--- config.mk ---
export PLATFORM = sky130hd
export DESIGN_NAME = mem_stage
export DESIGN_NICKNAME = d
export VERILOG_FILES = /design/src/rtl/mem_stage_pkg.sv /design/src/rtl/mem_stage_data_mem.sv /design/src/rtl/mem_stage.sv
export SDC_FILE = /design/constraint.sdc
export NUM_CORES = 2
export LEC_CHECK = 0
export ABC_AREA = 1
export CAP_MARGIN = 20
export CORE_MARGIN = 8
export CORE_UTILIZATION = 51
export CTS_BUF_LIST = sky130_fd_sc_hd__clkbuf_8
export DETAILED_ROUTE_END_ITERATION = 12
export GPL_ROUTABILITY_DRIVEN = 0
export PLACE_DENSITY = 0.67
export SETUP_SLACK_MARGIN = 0.3
export SYNTH_ARGS = -nofsm -noshare
export SYNTH_HDL_FRONTEND = slang
export SYNTH_SLANG_ARGS = --single-unit
--- constraint.sdc ---
create_clock -name clk -period 5.9 [get_ports clk]
set_clock_uncertainty 0.1 [all_clocks]
set_input_delay 0.59 -clock clk [delete_from_list [all_inputs] [get_ports clk]]
set_output_delay 0.59 -clock clk [all_outputs]
set_load 0.01 [all_outputs]
--- src/rtl/mem_stage_pkg.sv ---
// Shared types and default constants for the MEM pipeline stage.
// The optional address checker is enabled with the MEM_ADDR_CHECK_EN macro.
package mem_stage_pkg;

  // Access sequencer states.
  typedef enum logic [1:0] {
    IDLE = 2'd0,
    BUSY = 2'd1,
    DONE = 2'd2
  } state_t;

  localparam int DEF_DEPTH       = 64;
  localparam int DEF_BASE_ADDR   = 1024;
  localparam int DEF_WAIT_CYCLES = 3;

  // Word-index width for a given depth. The result is never below 1, so a
  // one-word memory still gets a legal index port.
  function automatic int addr_bits(input int depth);
    return (depth > 1) ? $clog2(depth) : 1;
  endfunction

endpackage

--- src/rtl/mem_stage_data_mem.sv ---
// Data memory of DEPTH 32-bit words. Writes are synchronous, reads are
// asynchronous, and an active-low reset clears every word.
module data_mem
  import mem_stage_pkg::*;
#(
  parameter int DEPTH = DEF_DEPTH,
  parameter int AW    = addr_bits(DEF_DEPTH)
) (
  input  logic          clk,
  input  logic          rst,
  input  logic          we,
  input  logic [AW-1:0] waddr,
  input  logic [31:0]   wdata,
  input  logic [AW-1:0] raddr,
  output logic [31:0]   rdata
);

  logic [31:0] mem_q [DEPTH];

  // Storage array: asynchronous clear, write on the clock edge when enabled.
  always_ff @(posedge clk or negedge rst) begin
    if (!rst) begin
      for (int i = 0; i < DEPTH; i++) mem_q[i] <= '0;
    end else if (we) begin
      mem_q[waddr] <= wdata;
    end
  end

  assign rdata = mem_q[raddr];

endmodule

--- src/rtl/mem_stage.sv ---
// MEM pipeline stage. It passes the EXE/MEM fields through and runs a
// fixed-latency load/store sequencer in front of data_mem.
// Handshake: ready is low while a request is in progress and not yet in DONE.
// Upstream must hold every input stable while ready is low; the stage never
// latches the request. An access is consumed on the edge where ready is high.
// Optional feature: define MEM_ADDR_CHECK_EN to add the registered addr_err
// output and to suppress accesses to bad addresses.
module mem_stage
  import mem_stage_pkg::*;
#(
  parameter int DEPTH       = DEF_DEPTH,
  parameter int BASE_ADDR   = DEF_BASE_ADDR,
  parameter int WAIT_CYCLES = DEF_WAIT_CYCLES
) (
  input  logic        clk,
  input  logic        rst,
  input  logic        WB_Enable_in,
  input  logic        mem_read_in,
  input  logic        mem_write_in,
  input  logic [31:0] ALU_result_in,
  input  logic [31:0] reg2_in,
  input  logic [3:0]  RD_in,
  output logic        WB_Enable,
  output logic        mem_read,
  output logic [3:0]  RD,
  output logic [31:0] ALU_result,
  output logic [31:0] mem_data,
  output logic        ready,
`ifdef MEM_ADDR_CHECK_EN
  output logic        addr_err,
`endif
  output state_t      dbg_state
);

  localparam int AW = addr_bits(DEPTH);
  localparam int CW = $clog2(WAIT_CYCLES + 1);

  state_t         state_q, state_d;
  logic [CW-1:0]  cnt_q, cnt_d;
  logic [31:0]    mem_data_q, mem_data_d;
  logic           req;
  logic           is_load;
  logic           addr_bad;
  logic [AW-1:0]  word_idx;
  logic           mem_we;
  logic [31:0]    mem_rdata;

  assign WB_Enable  = WB_Enable_in;
  assign mem_read   = mem_read_in;
  assign RD         = RD_in;
  assign ALU_result = ALU_result_in;

  // Read and write together count as a store only.
  assign req      = mem_read_in | mem_write_in;
  assign is_load  = mem_read_in & ~mem_write_in;
  assign word_idx = AW'((ALU_result_in - 32'(BASE_ADDR)) >> 2);

`ifdef MEM_ADDR_CHECK_EN
  logic addr_err_q, addr_err_d;

  assign addr_bad = ({1'b0, ALU_result_in} < 33'(BASE_ADDR)) ||
                    ({1'b0, ALU_result_in} >= 33'(BASE_ADDR) + 33'(4 * DEPTH)) ||
                    (ALU_result_in[1:0] != 2'b00);

  // Error flag is high only in the DONE cycle of a bad access.
  always_comb begin
    addr_err_d = (state_d == DONE) & addr_bad;
  end

  // Error flag register.
  always_ff @(posedge clk or negedge rst) begin
    if (!rst) addr_err_q <= 1'b0;
    else      addr_err_q <= addr_err_d;
  end

  assign addr_err = addr_err_q;
`else
  assign addr_bad = 1'b0;
`endif

  // Sequencer next state: IDLE -> BUSY (counting) -> DONE -> IDLE.
  always_comb begin
    state_d = state_q;
    cnt_d   = cnt_q;
    unique case (state_q)
      IDLE: begin
        if (req) begin
          if (WAIT_CYCLES == 1) begin
            state_d = DONE;
          end else begin
            state_d = BUSY;
            cnt_d   = CW'(1);
          end
        end
      end
      BUSY: begin
        if (!req) begin
          state_d = IDLE;
          cnt_d   = '0;
        end else if (cnt_q == CW'(WAIT_CYCLES - 1)) begin
          state_d = DONE;
          cnt_d   = '0;
        end else begin
          cnt_d = cnt_q + CW'(1);
        end
      end
      DONE: begin
        state_d = IDLE;
        cnt_d   = '0;
      end
      default: begin
        state_d = IDLE;
        cnt_d   = '0;
      end
    endcase
  end

  // Load data is captured on the edge that enters DONE; bad loads return 0.
  always_comb begin
    mem_data_d = mem_data_q;
    if (state_d == DONE && is_load) begin
      mem_data_d = addr_bad ? 32'd0 : mem_rdata;
    end
  end

  // Sequencer and load-data registers.
  always_ff @(posedge clk or negedge rst) begin
    if (!rst) begin
      state_q    <= IDLE;
      cnt_q      <= '0;
      mem_data_q <= '0;
    end else begin
      state_q    <= state_d;
      cnt_q      <= cnt_d;
      mem_data_q <= mem_data_d;
    end
  end

  // Stores commit on the edge leaving DONE.
  assign mem_we    = (state_q == DONE) & mem_write_in & ~addr_bad;
  assign ready     = ~(req & (state_q != DONE));
  assign mem_data  = mem_data_q;
  assign dbg_state = state_q;

  data_mem #(
    .DEPTH (DEPTH),
    .AW    (AW)
  ) u_data_mem (
    .clk   (clk),
    .rst   (rst),
    .we    (mem_we),
    .waddr (word_idx),
    .wdata (reg2_in),
    .raddr (word_idx),
    .rdata (mem_rdata)
  );

endmodule

==> impl_metrics.toml <==
[run_status]
status = "finished, final reports clean"

[critical_path]
critPathArrivalTime_ns = 4.45
cp_slowest_cell = "nor4_4"
cp-end-kind = "flip-flop"
crit_path_cell_trace = "inv_1 -> nand3_4 -> nor4_4 -> nand2_2 -> buf_4 -> nand2_1 -> o21ai_0"
critPathRequiredTime_ns = 6.69
r2r-start = "dbg_state[0]$_DFF_PN0_"
worstPathMaxFanout = 37
regToRegSetupSlack_ns = 2.24
critical-path-max-stage-delay_ns = 0.93
crit_type = "flip-flop to flip-flop"
r2r-end = "u_data_mem.mem_q[1136]$_DFFE_PN0P_"
worstRegToRegCells = 7
start_kind = "flip-flop"

[route]
vias = 83670
firstDrtPassIters = 7
route.detailed.drc = 0
ant_nets = 0
drt-total-wl_mm = 303.5
wire_per_inst_um = 19.90
via_per_inst = 5.486
drtIter0Drc = 9314

[clock_tree]
clk_pin_slew_ns = 0.06
clock-sinks = 2084
clkLatencyLatePin_ns = 1.05
clockBufferDepth = 4
cts_tree = "yes"
htree_levels = 5
cts_setup_buffers = 0
cts_buffers = 359
cts_root_buf = "clkbuf_8"

[global_routing]
grt_use_met1 = 0.4000
grt_max_degree = 241
grt_pass1_vias = 79910
grt-ovfl-total = 0
grt.total_usage = 0.2909
grt_most_used_layer = "met2"
grt_use_met2 = 0.4607
use_met3 = 0.05800
grt_pass1_wl_mm = 473.3
antenna_found_initial = 4

[timing]
fin_ws_ns = 2.237
rsz0062_at_grt = "false"
tightest_slew_ns = 1.208
fmax_mhz = 273.0
finalHoldViolations = 0
fin_crit_sh = 0.6208
fin_crit_ns = 3.663
slew_headroom = 0.1946
drv_slew = 0
setup_viol = 0
finalSetupTns_ns = 0
whs_ns = 0.1653

[yosys]
syn-cell-area_um2 = 98280
synth_top_cell_area_share = 0.5306
synth-main-ff-cell = "dfrtp_1"
yosysTopAreaCell = "dfrtp_1"
synth_common_cells = "4257 x nand2_1, 2107 x o21ai_0, 2084 x dfrtp_1"
ys_seq_area_frac = 0.5306
async_flop_share = 1.000
synth.net_count = 12910
synth-seq-cells = 2084
yosysWarnings = 0
postSynthCellCount = 12840
post_synth.cell_area_avg_um2 = 7.657
synth_area_leaders = "dfrtp_1 53%, nand2_1 16%, o21ai_0 11%"
yosysMostFrequentCell = "nand2_1"
synth_edf_count = 0
ys_types = 24

[worst_hold_path]
min_from = "reg2_in[17]"
min_delay_path_depth = 3
hold_path.class = "primary input to flip-flop"
holdPathEnd = "u_data_mem.mem_q[1201]$_DFFE_PN0P_"

[die]
start_util = 0.5119
rows = 161
pin_count = 146
die_x_um = 455.0
die_h_um = 455.0
die-area_um2 = 207000
core_um2 = 192000

[pwr]
p_leak_nw = 52.27
netSwitchingFraction = 0.2636
vdd_ir_drop_max_v = 0.0002602
p_per_area_nw_per_um2 = 287.2
p_int_w = 0.02269
p_clk_frac = 0.425
netSwitchingPower_w = 0.008121
power_frac_comb = 0.088
p_seq_frac = 0.486

[place]
io_buffers = 83
dp_slack_ns = 1.595
place_area_um2 = 100100
post-dp-hpwl_mm = 168.8

[layout]
num-nets-final = 12550
drive_gt1_frac = 0.07412
syn2layout_area_growth_pct = 9.167
fillCellCount = 17900
final_area_um2 = 107300

[job]
cap_violations = 0
[routing by layer]
layer / routed length (um) / vias up
met5: 7 / -
met2: 137800 / 3390
li1: - / 39240
met1: 129300 / 40460
met3: 25900 / 584
met4: 10460 / 2
[worst max path at each step]
stage	start	slack, ns	end	cells past startpoint
after floorplan	ALU_result_in[4]	3.66	u_data_mem.mem_q[1640]$_DFFE_PN0P_	7
after global placement	ALU_result_in[2]	1.60	mem_data[29]$_DFFE_PN0P_	12
after detailed placement	ALU_result_in[2]	1.59	mem_data[29]$_DFFE_PN0P_	12
after CTS	dbg_state[0]$_DFF_PN0_	2.38	u_data_mem.mem_q[868]$_DFFE_PN0P_	7
after global routing	dbg_state[0]$_DFF_PN0_	2.16	u_data_mem.mem_q[867]$_DFFE_PN0P_	7
final	dbg_state[0]$_DFF_PN0_	2.24	u_data_mem.mem_q[1136]$_DFFE_PN0P_	7
[cell families after synthesis]
| logic type | after synthesis | synth area share |
|---|---|---|
| buffers and inverters | 2545 | 0.1017 |
| AND/OR/NAND/NOR | 5651 | 0.2316 |
| AO/OA/AOI/OAI | 2556 | 0.1361 |
| flip-flops | 2084 | 0.5306 |
[cells in the final DEF, fill, tap and decap left out, types with 3 or more instances in the layout]
| master | count |
|---|---|
| inv_2 | 33 |
| or2_2 | 136 |
| nand2_4 | 9 |
| o211ai_1 | 232 |
| o21ai_1 | 216 |
| bufinv_16 | 5 |
| clkdlybuf4s50_1 | 80 |
| nor2_4 | 4 |
| nand3_1 | 737 |
| dfrtp_1 | 2084 |
| nand2_2 | 56 |
| diode_2 | 3 |
| buf_4 | 149 |
| clkinv_2 | 24 |
| nor4_4 | 6 |
| nor2_1 | 446 |
| o21ai_0 | 2107 |
| buf_12 | 37 |
| nor3_2 | 6 |
| nor3_4 | 3 |
| nand2_1 | 4242 |
| inv_1 | 1630 |
| clkbuf_8 | 464 |
[stage by stage]
| stage | power, W | std cells | utilization |
|---|---|---|---|
| after detailed placement | 0.01794 | 14640 | 0.5214 |
| final | 0.03081 | 15250 | 0.5589 |
| after CTS | 0.03102 | 15250 | 0.5586 |
| after global routing | 0.03198 | 15250 | 0.5589 |
| after floorplan | 0.01656 | 12840 | - |
| after global placement | 0.01791 | 14630 | 0.5212 |
[power by group through the flow]
stage               sequential, W  combinational (W)  clock [W]
CTS                        0.0150            0.00272     0.0133
detailed placement         0.0152            0.00270          0
floorplan                  0.0151            0.00145          0
global placement           0.0152            0.00269          0
finish                     0.0150            0.00272     0.0131
global route               0.0150            0.00302     0.0140
[area by class of cell]
type                    count  area, um^2  share of cell area
diodes                      3       7.507          0.00006997
clock buffers             464        6386             0.05952
clock inverters           146       716.9            0.006682
inverters                1551        5834             0.05438
multi-input cells        8207       36290              0.3382
flip-flops and latches   2084       52150              0.4861
well taps                2526        3161             0.02946
repair buffers            271        2745             0.02559
[what timing repair did]
| item | in CTS | in global routing |
|---|---|---|
| resized for setup | 0 | 0 |
| hold endpoints to repair | 486 | 0 |
| hold buffers | 2 | 0 |
[state kept, by name, indices dropped and copies added, names as in the netlist]
register and cells:
cnt_q 2, dbg_state 2, mem_data 32, u_data_mem.mem_q 2048
[worst max-delay path: cells and delay by family, from the launching register on]
kind	cells	cell delay (ns)
buf+inv	2	0.67
flops	1	0.42
compound gates	1	0.08
simple gates	4	2.19
Power figures use the tool's default switching activity.
